$ cat config.mk
export PLATFORM = sky130hd
export DESIGN_NAME = slice_demux_flat
export DESIGN_NICKNAME = d
export VERILOG_FILES = /design/src/rtl/slice_demux_if.sv /design/src/rtl/slice_demux.sv /design/src/flat_wrapper.sv
export SDC_FILE = /design/constraint.sdc
export NUM_CORES = 1
export LEC_CHECK = 0
export BUFFER_PORTS_ARGS = -buffer_cell sky130_fd_sc_hd__buf_2
export CORE_AREA = 2 2 224 226
export DETAILED_ROUTE_END_ITERATION = 6
export DIE_AREA = 0 0 226 228
export HOLD_SLACK_MARGIN = 0.12
export PLACE_DENSITY = 0.55
export SLEW_MARGIN = 20
export SYNTH_ARGS = -nofsm -noshare
export SYNTH_HDL_FRONTEND = slang
export SYNTH_SLANG_ARGS = --single-unit
$ cat constraint.sdc
create_clock -name clk_core -period 6 [get_ports clk_core]
set_input_delay 0 -clock clk_core [delete_from_list [all_inputs] [get_ports clk_core]]
set_output_delay 0 -clock clk_core [all_outputs]
set_load 0.05 [all_outputs]
$ cat src/rtl/slice_demux_if.sv
// Stream bundle for slice_demux: the raster pixel input stream plus the
// per-slice output streams towards the slice encoder cores.
interface slice_demux_if #(
    parameter int unsigned NBR_SLICES = 2
);
    localparam int unsigned PIX_W = 4 * 3 * 14;

    logic [PIX_W-1:0]            pixs_in;
    logic                        pixs_in_valid;
    logic                        pixs_in_sof;
    logic                        pixs_in_ready;
    logic [NBR_SLICES*PIX_W-1:0] pixs_out_p;
    logic [NBR_SLICES-1:0]       pixs_out_valid;
    logic [NBR_SLICES-1:0]       pixs_out_ready;
    logic [NBR_SLICES-1:0]       pixs_out_sof;
    logic [NBR_SLICES-1:0]       pixs_out_eoc;
    logic [NBR_SLICES-1:0]       pixs_out_eos;

    // master: pixel source together with the slice-core sinks; slave: the distributor
    modport master (
        output pixs_in, pixs_in_valid, pixs_in_sof, pixs_out_ready,
        input  pixs_in_ready, pixs_out_p, pixs_out_valid,
        input  pixs_out_sof, pixs_out_eoc, pixs_out_eos
    );

    modport slave (
        input  pixs_in, pixs_in_valid, pixs_in_sof, pixs_out_ready,
        output pixs_in_ready, pixs_out_p, pixs_out_valid,
        output pixs_out_sof, pixs_out_eoc, pixs_out_eos
    );
endinterface

$ cat src/rtl/slice_demux.sv
// Encoder-side input distributor: splits each raster line into slice chunks and
// steers every beat into a single-entry output register of its slice.
module slice_demux #(
    parameter int unsigned MAX_NBR_SLICES   = 2,
    parameter int unsigned MAX_SLICE_WIDTH  = 2560,
    parameter int unsigned MAX_SLICE_HEIGHT = 2560
) (
    input  logic                                clk_core,
    input  logic                                rst_n,
    input  logic [9:0]                          slices_per_line,
    input  logic [$clog2(MAX_SLICE_WIDTH)-1:0]  slice_width,
    input  logic [$clog2(MAX_SLICE_HEIGHT)-1:0] slice_height,
    input  logic [15:0]                         frame_height,
    slice_demux_if.slave                        bus,
    output logic                                frame_done,
    output logic                                sof_err
);
    localparam int unsigned PIX_W  = 4 * 3 * 14;
    localparam int unsigned NS     = MAX_NBR_SLICES;
    localparam int unsigned SH_W   = $clog2(MAX_SLICE_HEIGHT);
    localparam int unsigned BEAT_W = $clog2(MAX_SLICE_WIDTH >> 2) + 1;
    localparam int unsigned SEL_W  = (NS > 1) ? $clog2(NS) : 1;

    typedef enum logic {
        IDLE   = 1'b0,
        ACTIVE = 1'b1
    } state_e;

    state_e                   state_q, state_d;
    logic [BEAT_W-1:0]        beat_cnt_q, beat_cnt_d;
    logic [SEL_W-1:0]         sel_q, sel_d;
    logic [SH_W-1:0]          line_in_slice_q, line_in_slice_d;
    logic [15:0]              line_tot_q, line_tot_d;
    logic                     frame_done_q, frame_done_d;
    logic                     sof_err_q, sof_err_d;

    logic [NS-1:0]            valid_q, valid_d;
    logic [NS-1:0]            sof_q, sof_d;
    logic [NS-1:0]            eoc_q, eoc_d;
    logic [NS-1:0]            eos_q, eos_d;
    logic [NS-1:0][PIX_W-1:0] data_q, data_d;

    logic                     tgt_valid;
    logic                     tgt_ready;
    logic                     in_ready;
    logic                     accept;
    logic                     restart;
    logic                     route;
    logic [BEAT_W-1:0]        cur_beat;
    logic [SEL_W-1:0]         cur_sel;
    logic [SH_W-1:0]          cur_lis;
    logic [15:0]              cur_ltot;
    logic [31:0]              w4;
    logic                     beat_last;
    logic                     sel_last;
    logic                     lis_last;
    logic                     ltot_last;
    logic [NS-1:0]            wr_vec;
    logic                     wr_sof;
    logic                     wr_eoc;
    logic                     wr_eos;

    always_comb begin
        state_d         = state_q;
        beat_cnt_d      = beat_cnt_q;
        sel_d           = sel_q;
        line_in_slice_d = line_in_slice_q;
        line_tot_d      = line_tot_q;
        frame_done_d    = 1'b0;
        sof_err_d       = 1'b0;
        wr_vec          = '0;
        wr_sof          = 1'b0;
        wr_eoc          = 1'b0;
        wr_eos          = 1'b0;

        tgt_valid = 1'b0;
        tgt_ready = 1'b0;
        for (int unsigned s = 0; s < NS; s++) begin
            if (sel_q == SEL_W'(s)) begin
                tgt_valid = valid_q[s];
                tgt_ready = bus.pixs_out_ready[s];
            end
        end

        in_ready = (state_q == IDLE) | ~tgt_valid | tgt_ready;
        accept   = bus.pixs_in_valid & in_ready;
        restart  = accept & bus.pixs_in_sof;
        route    = accept & (restart | (state_q == ACTIVE));

        // An accepted SOF is handled as beat 0 of a fresh frame in either state
        cur_beat = restart ? '0 : beat_cnt_q;
        cur_sel  = restart ? '0 : sel_q;
        cur_lis  = restart ? '0 : line_in_slice_q;
        cur_ltot = restart ? '0 : line_tot_q;

        w4        = 32'(slice_width >> 2);
        beat_last = 32'(cur_beat) == (w4 - 32'd1);
        sel_last  = 32'(cur_sel) == (32'(slices_per_line) - 32'd1);
        lis_last  = 32'(cur_lis) == (32'(slice_height) - 32'd1);
        ltot_last = 32'(cur_ltot) == (32'(frame_height) - 32'd1);

        if (route) begin
            for (int unsigned s = 0; s < NS; s++) begin
                if (cur_sel == SEL_W'(s)) begin
                    wr_vec[s] = 1'b1;
                end
            end
            wr_sof    = (cur_lis == '0) & (cur_beat == '0);
            wr_eoc    = beat_last;
            wr_eos    = beat_last & (lis_last | ltot_last);
            sof_err_d = restart & (state_q == ACTIVE);
            state_d   = ACTIVE;

            beat_cnt_d      = cur_beat + BEAT_W'(1);
            sel_d           = cur_sel;
            line_in_slice_d = cur_lis;
            line_tot_d      = cur_ltot;
            if (beat_last) begin
                beat_cnt_d = '0;
                if (sel_last) begin
                    sel_d           = '0;
                    line_in_slice_d = lis_last ? '0 : cur_lis + SH_W'(1);
                    line_tot_d      = cur_ltot + 16'd1;
                end else begin
                    sel_d = cur_sel + SEL_W'(1);
                end
            end

            if (beat_last & sel_last & ltot_last) begin
                state_d         = IDLE;
                frame_done_d    = 1'b1;
                beat_cnt_d      = '0;
                sel_d           = '0;
                line_in_slice_d = '0;
                line_tot_d      = '0;
            end
        end
    end

    // A write and a consume in the same cycle keep the register full with the new beat
    always_comb begin
        valid_d = '0;
        sof_d   = sof_q;
        eoc_d   = eoc_q;
        eos_d   = eos_q;
        data_d  = data_q;
        for (int unsigned s = 0; s < NS; s++) begin
            valid_d[s] = wr_vec[s] | (valid_q[s] & ~bus.pixs_out_ready[s]);
            if (wr_vec[s]) begin
                sof_d[s]  = wr_sof;
                eoc_d[s]  = wr_eoc;
                eos_d[s]  = wr_eos;
                data_d[s] = bus.pixs_in;
            end
        end
    end

    always_ff @(posedge clk_core or negedge rst_n) begin
        if (!rst_n) begin
            state_q         <= IDLE;
            beat_cnt_q      <= '0;
            sel_q           <= '0;
            line_in_slice_q <= '0;
            line_tot_q      <= '0;
            frame_done_q    <= 1'b0;
            sof_err_q       <= 1'b0;
            valid_q         <= '0;
            sof_q           <= '0;
            eoc_q           <= '0;
            eos_q           <= '0;
        end else begin
            state_q         <= state_d;
            beat_cnt_q      <= beat_cnt_d;
            sel_q           <= sel_d;
            line_in_slice_q <= line_in_slice_d;
            line_tot_q      <= line_tot_d;
            frame_done_q    <= frame_done_d;
            sof_err_q       <= sof_err_d;
            valid_q         <= valid_d;
            sof_q           <= sof_d;
            eoc_q           <= eoc_d;
            eos_q           <= eos_d;
        end
    end

    always_ff @(posedge clk_core) begin
        data_q <= data_d;
    end

    assign bus.pixs_in_ready  = in_ready;
    assign bus.pixs_out_p     = data_q;
    assign bus.pixs_out_valid = valid_q;
    assign bus.pixs_out_sof   = sof_q;
    assign bus.pixs_out_eoc   = eoc_q;
    assign bus.pixs_out_eos   = eos_q;
    assign frame_done         = frame_done_q;
    assign sof_err            = sof_err_q;
endmodule

$ cat src/flat_wrapper.sv
// flat-port wrapper written by rule: the top's interface ports become plain ports
module slice_demux_flat 
#(
    parameter int unsigned MAX_NBR_SLICES   = 2,
    parameter int unsigned MAX_SLICE_WIDTH  = 2560,
    parameter int unsigned MAX_SLICE_HEIGHT = 2560
)
  (clk_core, rst_n, slices_per_line, slice_width, slice_height, frame_height, frame_done, sof_err, bus_pixs_in, bus_pixs_in_valid, bus_pixs_in_sof, bus_pixs_out_ready, bus_pixs_in_ready, bus_pixs_out_p, bus_pixs_out_valid, bus_pixs_out_sof, bus_pixs_out_eoc, bus_pixs_out_eos);
  slice_demux_if #(.NBR_SLICES((2))) bus_i ();
  input  logic clk_core;
  input  logic rst_n;
  input  logic [9:0] slices_per_line;
  input  logic [$clog2(MAX_SLICE_WIDTH)-1:0] slice_width;
  input  logic [$clog2(MAX_SLICE_HEIGHT)-1:0] slice_height;
  input  logic [15:0] frame_height;
  output logic frame_done;
  output logic sof_err;
  input wire logic [$bits(bus_i.pixs_in)-1:0] bus_pixs_in;
  input wire logic [$bits(bus_i.pixs_in_valid)-1:0] bus_pixs_in_valid;
  input wire logic [$bits(bus_i.pixs_in_sof)-1:0] bus_pixs_in_sof;
  input wire logic [$bits(bus_i.pixs_out_ready)-1:0] bus_pixs_out_ready;
  output wire logic [$bits(bus_i.pixs_in_ready)-1:0] bus_pixs_in_ready;
  output wire logic [$bits(bus_i.pixs_out_p)-1:0] bus_pixs_out_p;
  output wire logic [$bits(bus_i.pixs_out_valid)-1:0] bus_pixs_out_valid;
  output wire logic [$bits(bus_i.pixs_out_sof)-1:0] bus_pixs_out_sof;
  output wire logic [$bits(bus_i.pixs_out_eoc)-1:0] bus_pixs_out_eoc;
  output wire logic [$bits(bus_i.pixs_out_eos)-1:0] bus_pixs_out_eos;
  assign bus_i.pixs_in = bus_pixs_in;
  assign bus_i.pixs_in_valid = bus_pixs_in_valid;
  assign bus_i.pixs_in_sof = bus_pixs_in_sof;
  assign bus_i.pixs_out_ready = bus_pixs_out_ready;
  assign bus_pixs_in_ready = bus_i.pixs_in_ready;
  assign bus_pixs_out_p = bus_i.pixs_out_p;
  assign bus_pixs_out_valid = bus_i.pixs_out_valid;
  assign bus_pixs_out_sof = bus_i.pixs_out_sof;
  assign bus_pixs_out_eoc = bus_i.pixs_out_eoc;
  assign bus_pixs_out_eos = bus_i.pixs_out_eos;
  slice_demux #(.MAX_NBR_SLICES(MAX_NBR_SLICES), .MAX_SLICE_WIDTH(MAX_SLICE_WIDTH), .MAX_SLICE_HEIGHT(MAX_SLICE_HEIGHT)) u_core (.clk_core(clk_core), .rst_n(rst_n), .slices_per_line(slices_per_line), .slice_width(slice_width), .slice_height(slice_height), .frame_height(frame_height), .bus(bus_i), .frame_done(frame_done), .sof_err(sof_err));
endmodule
==> impl_metrics.py <==
metrics = {
    "synthesis": {
        "yosys_register_bits": 387,
        "yosysTopAreaCell": "edfxtp_1",
        "yosys_warnings": 0,
        "ys_async_sr_fraction_pct": 13.2,
        "synthTopCellsByCount": "edfxtp_1 (336), nand2_1 (74), o21ai_0 (52), dfrtp_1 (51), nor2_1 (44)",
        "netlist_area_um2": 15400,
        "avgSynthCellArea_um2": 14.9,
        "syn_inst": 1037,
        "synthesis.nets": 1270,
        "synth_flop_cell": "edfxtp_1",
        "yosysSeqAreaShare_pct": 73.7,
        "synth.distinct_cells": 82,
        "synth_top_area_share_pct": 65.5,
        "synth_area_leaders": "edfxtp_1 (65%), dfrtp_1 (8.3%), nand2_1 (1.8%)",
        "synth_edf_count": 336,
        "synth_most_common_cell": "edfxtp_1",
    },
    "floorplan": {
        "core_area_um2": 49300,
        "initial_core_util_pct": 31.2,
        "die_width_um": 226,
        "die_h_um": 228,
        "die-area_um2": 51500,
        "rows": 82,
        "pin_count": 571,
    },
    "setup_path": {
        "crit_cells": 10,
        "crit_path_top_delay_cell": "or4b_1",
        "critPathMaxFanout": 34,
        "ff2ff_setup_slack_ns": 2.10,
        "startpoint_type": "flop",
        "slowest_delay_ns": 0.63,
        "critPathKind": "reg -> reg",
        "endpoint_kind": "flop",
        "critPathCapture": "u_core.line_in_slice_q[10]",
        "worstPathRequired_ns": 6.43,
        "arrival_ns": 4.33,
        "cp-startpoint": "u_core.state_q",
        "worstReg2RegStart": "u_core.state_q",
        "r2r.worst_path.cells": 10,
        "reg2reg_to": "u_core.line_in_slice_q[10]",
        "path_buf_inv": 1,
        "worstPathCellList": "nand4bb_1 -> nand3_2 -> buf_12 -> nand3_1 -> nand3_1 -> nor3_1 -> nand3_2 -> or4b_1 -> xnor2_1 -> o22ai_1",
        "crit_family": "simple AND/OR/NAND/NOR gates",
    },
    "finish": {
        "instances_no_fill": 2508,
        "fillerInstances": 4429,
        "drive_gt1_share_pct": 36.4,
        "syn_to_final_growth_pct": 44.5,
        "layout.nets": 2033,
    },
    "timing": {
        "worst_pin_slew_ns": 1.02,
        "slew_violations": 0,
        "timing.fmax_mhz": 257,
        "final.setup_skew_ns": 0.0135,
        "rsz0062_at_grt": "false",
        "hold_viol_final": 0,
        "setup_viol": 0,
        "setup_tns_ns": 0,
        "slew_headroom_pct": 32.3,
        "worst_hold_slack_ns": 0.174,
        "finalCritPeriodShare_pct": 65.0,
        "final.min_clock_period_ns": 3.90,
    },
    "clock_network": {
        "cts.htree.levels": 2,
        "holdBufCountCts": 176,
        "tritoncts": "built",
        "numCtsBuffers": 42,
        "clock_sinks": 387,
        "cts_setup_buffers": 0,
        "ctsResizeCount": 0,
        "cts_buffer_depth": 3,
        "clock_latency_ns": 0.56,
        "cts-root-buf": "clkbuf_16",
        "path_clk_slew_ns": 0.06,
    },
    "power": {
        "internal-power_w": 0.00507,
        "total_power_w": 0.00734,
        "p_seq_share_pct": 44.4,
        "clock_power_share_pct": 36.1,
        "ir_drop_v": 0.000167,
        "power_switching_w": 0.00227,
        "leakagePower_nw": 8.76,
        "combPwrFrac_pct": 19.5,
        "sw_frac_of_total_pct": 30.9,
        "p_per_area_nw_per_um2": 329,
    },
    "placement": {
        "port_buffers": 568,
        "placedCellCount": 2252,
        "routabilityCongestion": 0.876,
        "place_hpwl_um": 42400,
    },
    "global_route": {
        "grt_max_degree": 103,
        "grt_usage_pct": 21.7,
        "grt_pass1_wl_um": 81800,
        "grt_pass1_vias": 12200,
        "antenna_found_initial": 10,
        "grt-ovfl-total": 0,
    },
    "drt": {
        "dr.pass1.iters": 5,
        "wirelength_um": 57900,
        "vias": 12400,
        "viasPerCell": 4.93,
        "wire_per_inst_um": 23.1,
        "ant_nets": 0,
        "dr.first_iter.drc_count": 965,
        "drcViolationCount": 0,
    },
    "worst_hold_path": {
        "min_path_type": "in -> reg",
    },
    "status": {
        "status": "finished clean",
    },
    "flow_run": {
        "maxCapViolCount": 0,
    },
}
## cell families (layout without fill, tap and decap cells)
family / Yosys count / count (layout) / share of synthesized area, %
buffers and inverters: 63 / 859 / 1.61
adder cells (fa/ha/maj): 9 / 9 / 0.731
flip-flops: 387 / 387 / 73.7
other: 0 / 3 / 0
XOR/XNOR: 31 / 31 / 2.03
AO/OA/AOI/OAI: 194 / 194 / 8.61
multiplexers: 4 / 4 / 0.276
AND/OR/NAND/NOR: 349 / 349 / 13.0
## how the worst min path moves through the flow
| stage | from | end | depth (start not counted) |
|---|---|---|---|
| CTS | slices_per_line[7] | u_core.sel_q | 5 |
| detailed placement | rst_n | u_core.line_in_slice_q[7] | 2 |
| floorplan | rst_n | u_core.beat_cnt_q[0] | 0 |
| global placement | rst_n | u_core.line_in_slice_q[7] | 2 |
| global route | bus_pixs_in[29] | u_core.bus.pixs_out_p[197] | 2 |
| finish | bus_pixs_in[133] | u_core.bus.pixs_out_p[133] | 2 |
## cells in the final DEF (no fill, tap or decap), drive strengths merged, types with 11 or more instances in the layout
cell type	instances
buf	579
clkbuf	50
nand3	39
or4	15
a21oi	28
xnor2	21
nand4	18
dfrtp	51
nor2	44
nor4	15
a31oi	17
edfxtp	336
clkinv	15
nor3	24
nand2	74
o21ai	57
nand3b	16
dlygate4sd3	176
and2	11
and3	13
inv	29
or3	17
## routing by layer
metal / up-vias / track usage, % / part of all wire (%)
met3: 111 / 4.43 / 6.3
met2: 496 / 37.9 / 51
met4: 6 / 9.21 / 4.5
li1: 5607 / - / -
met5: - / 0 / 0.064
met1: 6156 / 25.8 / 39
## power by group through the flow
stage | combinational (W) | clock, W | sequential, W
floorplan | 0.000303 | 0 | 0.00389
CTS | 0.00143 | 0.00270 | 0.00326
global route | 0.00150 | 0.00281 | 0.00328
detailed placement | 0.00133 | 0 | 0.00331
global placement | 0.00132 | 0 | 0.00330
finish | 0.00143 | 0.00265 | 0.00326
## layout make-up
| class | instances | area (µm²) | share of cell area [%] |
|---|---|---|---|
| tap | 672 | 841 | 3.77 |
| clock buffer | 50 | 1100 | 4.95 |
| timing repair buffer | 755 | 4720 | 21.2 |
| clock inverter | 27 | 308 | 1.38 |
| inverter | 27 | 109 | 0.489 |
| multi-input combinational | 587 | 3820 | 17.1 |
| antenna | 3 | 7.51 | 0.0337 |
| sequential | 387 | 11400 | 51.0 |
## through the flow
step | setup WS, ns | area (µm²) | util (%)
after global placement | 2.00 | 19100 | 38.7
after CTS | 1.99 | 22300 | 45.1
final | 2.10 | 22300 | 45.1
after floorplan | 0.620 | 15400 | -
after global routing | 1.85 | 22300 | 45.1
after detailed placement | 1.98 | 19100 | 38.7
## sequential cells by signal (all words and copies together), names as in the netlist
signal	flops
u_core.bus.pixs_out_valid	2
u_core.frame_done	1
u_core.bus.pixs_out_eos	2
u_core.sof_err	1
u_core.line_in_slice_q	12
u_core.sel_q	1
u_core.bus.pixs_out_eoc	2
u_core.beat_cnt_q	11
u_core.bus.pixs_out_sof	2
u_core.line_tot_q	16
u_core.bus.pixs_out_p	336
u_core.state_q	1
(Power assumes the default switching activity.)
